$ cat config.mk
export PLATFORM = sky130hd
export DESIGN_NAME = uart_rx_flat
export DESIGN_NICKNAME = d
export VERILOG_FILES = /design/src/rtl/uart_rx_if.sv /design/src/rtl/uart_rx.sv /design/src/flat_wrapper.sv
export SDC_FILE = /design/constraint.sdc
export NUM_CORES = 1
export LEC_CHECK = 0
export ABC_AREA = 1
export BUFFER_PORTS_ARGS = -buffer_cell sky130_fd_sc_hd__buf_2
export CAP_MARGIN = 20
export CORE_ASPECT_RATIO = 0.75
export CORE_MARGIN = 4
export CORE_UTILIZATION = 34
export DETAILED_ROUTE_END_ITERATION = 12
export PLACE_DENSITY = 0.5
export SETUP_SLACK_MARGIN = 0.02
export SLEW_MARGIN = 5
export SYNTH_ARGS = -nofsm -noshare
export SYNTH_HDL_FRONTEND = slang
export SYNTH_SLANG_ARGS = --single-unit
$ cat constraint.sdc
create_clock -name sys_clk -period 1.95 [get_ports sys_clk]
set_input_delay 0 -clock sys_clk [delete_from_list [all_inputs] [get_ports sys_clk]]
set_output_delay 0 -clock sys_clk [all_outputs]
set_load 0.05 [all_outputs]
$ cat src/rtl/uart_rx_if.sv
// Byte-side handshake bundle for uart_rx: received data, valid/ready and error pulses.
// master = receiver side, slave = consumer side.
interface uart_rx_if;
  logic [7:0] rx_data;
  logic       rx_data_valid;
  logic       rx_data_ready;
  logic       rx_frame_err;
  logic       rx_overrun;
  logic       rx_parity_err;

  modport master (
    output rx_data, rx_data_valid, rx_frame_err, rx_overrun, rx_parity_err,
    input  rx_data_ready
  );

  modport slave (
    input  rx_data, rx_data_valid, rx_frame_err, rx_overrun, rx_parity_err,
    output rx_data_ready
  );
endinterface

$ cat src/rtl/uart_rx.sv
// 8N1 UART receiver with valid/ready byte output and one-cycle error pulses.
// Define UART_RX_PARITY_EN to add an even-parity bit between data and stop.
module uart_rx #(
  parameter int unsigned CLK_FRE   = 27,
  parameter int unsigned BAUD_RATE = 115200
) (
  input  logic         sys_clk,
  input  logic         sys_rst,
  input  logic         rx_pin,
  uart_rx_if.master    bus
);

  localparam int unsigned CYCLE = CLK_FRE * 1000000 / BAUD_RATE;
  localparam int unsigned HALF  = CYCLE / 2;
  localparam int unsigned CNT_W = $clog2(CYCLE + 1);

  typedef enum logic [2:0] {
    IDLE   = 3'd0,
    START  = 3'd1,
    DATA   = 3'd2,
    PARITY = 3'd3,
    STOP   = 3'd4
  } state_t;

  state_t             state_q, state_d;
  logic               sync1_q, sync1_d;
  logic               sync2_q, sync2_d;
  logic               prev_q, prev_d;
  logic [CNT_W-1:0]   cycle_cnt_q, cycle_cnt_d;
  logic [2:0]         bit_cnt_q, bit_cnt_d;
  logic [7:0]         shift_q, shift_d;
  logic [7:0]         data_q, data_d;
  logic               valid_q, valid_d;
  logic               frame_err_q, frame_err_d;
  logic               overrun_q, overrun_d;
  logic               deliver_c;
`ifdef UART_RX_PARITY_EN
  logic               parity_err_q, parity_err_d;
  logic               par_bad_q, par_bad_d;
`endif

  // Next-state, datapath and output pulses
  always_comb begin
    sync1_d     = rx_pin;
    sync2_d     = sync1_q;
    prev_d      = sync2_q;
    state_d     = state_q;
    cycle_cnt_d = cycle_cnt_q + CNT_W'(1);
    bit_cnt_d   = bit_cnt_q;
    shift_d     = shift_q;
    data_d      = data_q;
    valid_d     = valid_q & ~bus.rx_data_ready;
    frame_err_d = 1'b0;
    overrun_d   = 1'b0;
    deliver_c   = 1'b0;
`ifdef UART_RX_PARITY_EN
    parity_err_d = 1'b0;
    par_bad_d    = par_bad_q;
`endif

    case (state_q)
      IDLE: begin
        cycle_cnt_d = '0;
        if (prev_q && !sync2_q) state_d = START;
      end
      START: begin
        if (cycle_cnt_q == CNT_W'(HALF - 1)) begin
          cycle_cnt_d = '0;
          bit_cnt_d   = 3'd0;
          state_d     = sync2_q ? IDLE : DATA;
`ifdef UART_RX_PARITY_EN
          par_bad_d   = 1'b0;
`endif
        end
      end
      DATA: begin
        if (cycle_cnt_q == CNT_W'(CYCLE - 1)) begin
          cycle_cnt_d         = '0;
          shift_d[bit_cnt_q]  = sync2_q;
          bit_cnt_d           = bit_cnt_q + 3'd1;
          if (bit_cnt_q == 3'd7) begin
`ifdef UART_RX_PARITY_EN
            state_d = PARITY;
`else
            state_d = STOP;
`endif
          end
        end
      end
`ifdef UART_RX_PARITY_EN
      PARITY: begin
        if (cycle_cnt_q == CNT_W'(CYCLE - 1)) begin
          cycle_cnt_d = '0;
          state_d     = STOP;
          if ((^shift_q) ^ sync2_q) begin
            parity_err_d = 1'b1;
            par_bad_d    = 1'b1;
          end
        end
      end
`endif
      STOP: begin
        // Leaving at mid-stop-bit leaves half a bit to catch a back-to-back start edge
        if (cycle_cnt_q == CNT_W'(CYCLE - 1)) begin
          cycle_cnt_d = '0;
          state_d     = IDLE;
          if (sync2_q) begin
`ifdef UART_RX_PARITY_EN
            deliver_c = ~par_bad_q;
`else
            deliver_c = 1'b1;
`endif
          end else begin
            frame_err_d = 1'b1;
          end
        end
      end
      default: begin
        state_d     = IDLE;
        cycle_cnt_d = '0;
      end
    endcase

    // A new byte always wins; overrun only if the old one was not taken this edge
    if (deliver_c) begin
      data_d    = shift_q;
      valid_d   = 1'b1;
      overrun_d = valid_q & ~bus.rx_data_ready;
    end
  end

  always_ff @(posedge sys_clk or posedge sys_rst) begin
    if (sys_rst) begin
      state_q     <= IDLE;
      sync1_q     <= 1'b1;
      sync2_q     <= 1'b1;
      prev_q      <= 1'b1;
      cycle_cnt_q <= '0;
      bit_cnt_q   <= 3'd0;
      shift_q     <= 8'h00;
      data_q      <= 8'h00;
      valid_q     <= 1'b0;
      frame_err_q <= 1'b0;
      overrun_q   <= 1'b0;
    end else begin
      state_q     <= state_d;
      sync1_q     <= sync1_d;
      sync2_q     <= sync2_d;
      prev_q      <= prev_d;
      cycle_cnt_q <= cycle_cnt_d;
      bit_cnt_q   <= bit_cnt_d;
      shift_q     <= shift_d;
      data_q      <= data_d;
      valid_q     <= valid_d;
      frame_err_q <= frame_err_d;
      overrun_q   <= overrun_d;
    end
  end

`ifdef UART_RX_PARITY_EN
  always_ff @(posedge sys_clk or posedge sys_rst) begin
    if (sys_rst) begin
      parity_err_q <= 1'b0;
      par_bad_q    <= 1'b0;
    end else begin
      parity_err_q <= parity_err_d;
      par_bad_q    <= par_bad_d;
    end
  end

  assign bus.rx_parity_err = parity_err_q;
`else
  assign bus.rx_parity_err = 1'b0;
`endif

  assign bus.rx_data       = data_q;
  assign bus.rx_data_valid = valid_q;
  assign bus.rx_frame_err  = frame_err_q;
  assign bus.rx_overrun    = overrun_q;

endmodule

$ cat src/flat_wrapper.sv
// flat-port wrapper written by rule: the top's interface ports become plain ports
module uart_rx_flat 
#(
  parameter int unsigned CLK_FRE   = 27,
  parameter int unsigned BAUD_RATE = 115200
)
  (sys_clk, sys_rst, rx_pin, bus_rx_data, bus_rx_data_valid, bus_rx_frame_err, bus_rx_overrun, bus_rx_parity_err, bus_rx_data_ready);
  uart_rx_if bus_i ();
  input  logic sys_clk;
  input  logic sys_rst;
  input  logic rx_pin;
  output wire logic [$bits(bus_i.rx_data)-1:0] bus_rx_data;
  output wire logic [$bits(bus_i.rx_data_valid)-1:0] bus_rx_data_valid;
  output wire logic [$bits(bus_i.rx_frame_err)-1:0] bus_rx_frame_err;
  output wire logic [$bits(bus_i.rx_overrun)-1:0] bus_rx_overrun;
  output wire logic [$bits(bus_i.rx_parity_err)-1:0] bus_rx_parity_err;
  input wire logic [$bits(bus_i.rx_data_ready)-1:0] bus_rx_data_ready;
  assign bus_rx_data = bus_i.rx_data;
  assign bus_rx_data_valid = bus_i.rx_data_valid;
  assign bus_rx_frame_err = bus_i.rx_frame_err;
  assign bus_rx_overrun = bus_i.rx_overrun;
  assign bus_rx_parity_err = bus_i.rx_parity_err;
  assign bus_i.rx_data_ready = bus_rx_data_ready;
  uart_rx #(.CLK_FRE(CLK_FRE), .BAUD_RATE(BAUD_RATE)) u_core (.sys_clk(sys_clk), .sys_rst(sys_rst), .rx_pin(rx_pin), .bus(bus_i));
endmodule
==> impl_metrics.env <==
export IMPL_synth_xor_area_frac=0.00956
export IMPL_path_buf_inv=1
export IMPL_antenna_found_initial=0
export IMPL_vias_per_cell=4.27
export IMPL_synth_cells=227
export IMPL_yosysTopAreaCellShare=0.451
export IMPL_cts_root_buf="clkbuf_8"
export IMPL_setup_viol_count_final=0
export IMPL_status="finished clean"
export IMPL_synth_cell_types=23
export IMPL_period_share=0.788
export IMPL_wl_per_cell_um=10.6
export IMPL_n_antenna_cell=0
export IMPL_drv_cap=0
export IMPL_synthAdderAreaFrac=0.0341
export IMPL_syn_to_final_growth_pct=15.2
export IMPL_synthesis_area_um2=1830
export IMPL_ys_warn_count=0
export IMPL_slew_violations=0
export IMPL_p_seq_frac=0.451
export IMPL_clkPwrFrac=0.342
export IMPL_tritoncts="built"
export IMPL_fmax_ghz=0.650
export IMPL_seq_area_um2=905
export IMPL_die_area_um2=6640
export IMPL_p_leak_nw=1.03
export IMPL_switching_share=0.310
export IMPL_power_switching_w=0.000580
export IMPL_hold_violations=0
export IMPL_final_nets=258
export IMPL_reg2reg_slack_ns=0.41
export IMPL_synth_ff_type="dfrtp_1"
export IMPL_fin_setup_tns_ns=0
export IMPL_multi_input_area_um2=785
export IMPL_coreArea_um2=5060
export IMPL_drt_iter0_drc=66
export IMPL_powerDensity_nw_per_um2=888
export IMPL_worst_setup_path_end_kind="flop"
export IMPL_track_usage=0.118
export IMPL_syn_nets=236
export IMPL_rows=22
export IMPL_ir_worst_vdd_mv=0.359
export IMPL_htree_levels=2
export IMPL_synth_top_family_by_area="simple AND/OR/NAND/NOR gates"
export IMPL_fin_area_um2=2110
export IMPL_synth_most_common_cell="nand2_1"
export IMPL_fillers=550
export IMPL_clock_path_buffers=2
export IMPL_finClkSkew_ns=0.00538
export IMPL_overflow=0
export IMPL_start_kind="flop"
export IMPL_die_w_um=92.8
export IMPL_clock_latency_ns=0.28
export IMPL_start_util=0.362
export IMPL_synth_edff_count=0
export IMPL_io_pins=16
export IMPL_ys_seq_elements=36
export IMPL_worstPathMaxFanout=17
export IMPL_rsz0062_at_grt="no"
export IMPL_drc=0
export IMPL_cpMaxStageDelayCell="dfrtp_1"
export IMPL_synth_common_cells="71 x nand2_1, 33 x dfrtp_1, 30 x nor2_1"
export IMPL_gp_congestion=0.862
export IMPL_worstSetupPathType="reg2reg"
export IMPL_p_int_w=0.00129
export IMPL_grt_max_degree=37
export IMPL_placed_area_um2=1970
export IMPL_postCtsSetupBuffers=0
export IMPL_io_buffers=14
export IMPL_cp_cell_sequence="inv_1 > ha_1 > nand2_2 > nor2_4 > nand3_4 > nand2_1 > o21ai_2"
export IMPL_grt_pass1_vias=1340
export IMPL_critPathTopFamily="simple AND/OR/NAND/NOR gates"
export IMPL_async_reset_ff_frac=1.00
export IMPL_ys_top_cells_by_area="dfrtp_1 45%, nand2_1 15%, nor2_1 6.1%"
export IMPL_synth_compound_area_frac=0.0451
export IMPL_numCtsBuffers=5
export IMPL_required_ns=2.12
export IMPL_grt_pass1_wl_um=6170
export IMPL_die_y_um=71.6
export IMPL_cp_data_arrival_time_ns=1.71
export IMPL_synth_yosys_seq_area_share=0.494
export IMPL_cts_sinks=36
export IMPL_ant_nets=0
export IMPL_synth_largest_area_cell="dfrtp_1"
export IMPL_routed_wl_um=3410
export IMPL_comb_power_share=0.208
export IMPL_synthSimpleGateAreaFrac=0.337
export IMPL_dp_hpwl_um=2430
export IMPL_slowest_delay_ns=0.39
export IMPL_vias=1376
export IMPL_synth_area_per_cell_um2=8.07
export IMPL_muxShareOfSynthArea=0
export IMPL_hold_path_class="reg2reg"
export IMPL_fin_crit_ns=1.54
export IMPL_clk_pin_slew_ns=0.07
export IMPL_drt_pass1_iterations=4
export IMPL_drive_gt1_frac=0.164
==> layout by cell type (no fill, tap or decap), drive strengths merged <==
cell and n:
buf 16, bufinv 1, clkbuf 6, clkinv 1, conb 1, dfrtp 33
dfstp 3, dlygate4sd3 3, ha 5, inv 29, nand2 73, nand3 21
nand3b 4, nand4 4, nor2 33, nor3 5, o211ai 1, o21ai 9
xor2 2
==> kinds of logic after synthesis <==
group / after synthesis
other cells: 1
compound gates: 10
xor+xnor: 2
buf+inv: 33
simple gates: 140
flops: 36
fa+ha+maj: 5
==> sequential cells by signal (all words and copies together) (netlist names), 3 cells and up <==
register,count
u_core.cycle_cnt_q,8
u_core.bit_cnt_q,3
u_core.bus.rx_data,8
u_core.state_q,3
u_core.shift_q,8
==> cell type report <==
type                            instances  share of cell area
Timing Repair Buffer                   19              0.0545
Tap cell                               72              0.0427
Inverter                               29              0.0516
Sequential cell                        36               0.429
Clock inverter                          2              0.0166
Clock buffer                            6              0.0344
Multi-Input combinational cell        158               0.372
==> repair_timing <==
| action | 4_1_cts | 5_1_grt |
|---|---|---|
| hold buffers | 3 | 0 |
| endpoints found under the hold margin | 36 | 0 |
| gates resized for setup | 0 | 0 |
| endpoints found under the setup margin | 0 | 0 |
==> per-stage QoR <==
stage / hold WS (ns) / setup WS (ns) / std cells / utilization / power [W]
floorplan: 0.00448 / 0.590 / 227 / - / 0.00116
CTS: 0.349 / 0.379 / 322 / 0.417 / 0.00190
detailed placement: 0.108 / 0.383 / 311 / 0.390 / 0.00125
finish: 0.355 / 0.412 / 322 / 0.417 / 0.00187
global placement: 0.104 / 0.421 / 311 / 0.390 / 0.00126
global route: 0.355 / 0.216 / 322 / 0.417 / 0.00200
==> power by group through the flow <==
| stage | combinational [W] | clock [W] | sequential [W] |
|---|---|---|---|
| 2_1_floorplan | 0.000309 | 0 | 0.000848 |
| 3_3_place_gp | 0.000398 | 0 | 0.000857 |
| 3_5_place_dp | 0.000387 | 0 | 0.000859 |
| 4_1_cts | 0.000393 | 0.000661 | 0.000844 |
| 5_1_grt | 0.000457 | 0.000690 | 0.000854 |
| 6_report | 0.000389 | 0.000640 | 0.000844 |
==> final timing paths <==
kind	startpoint	endpoint	depth (start not counted)
worst max-delay path	u_core.cycle_cnt_q[1]	u_core.bus.rx_data[3]	7
worst min-delay path	u_core.sync1_q	u_core.prev_d	0
worst max register to register	u_core.cycle_cnt_q[1]	u_core.bus.rx_data[3]	7
worst min register to register	u_core.sync1_q	u_core.prev_d	0
max in group asynchronous	sys_rst	u_core.sync1_q	4
min in group asynchronous	sys_rst	u_core.bus.rx_data[4]	4
==> metal layers <==
layer,vias up,wire [um],track usage
li1,745,-,-
met1,606,1910,0.164
met2,21,1320,0.171
met3,4,134,0.0378
met4,0,42,0.0439
met5,-,0,0
Power figures use the tool's default switching activity.
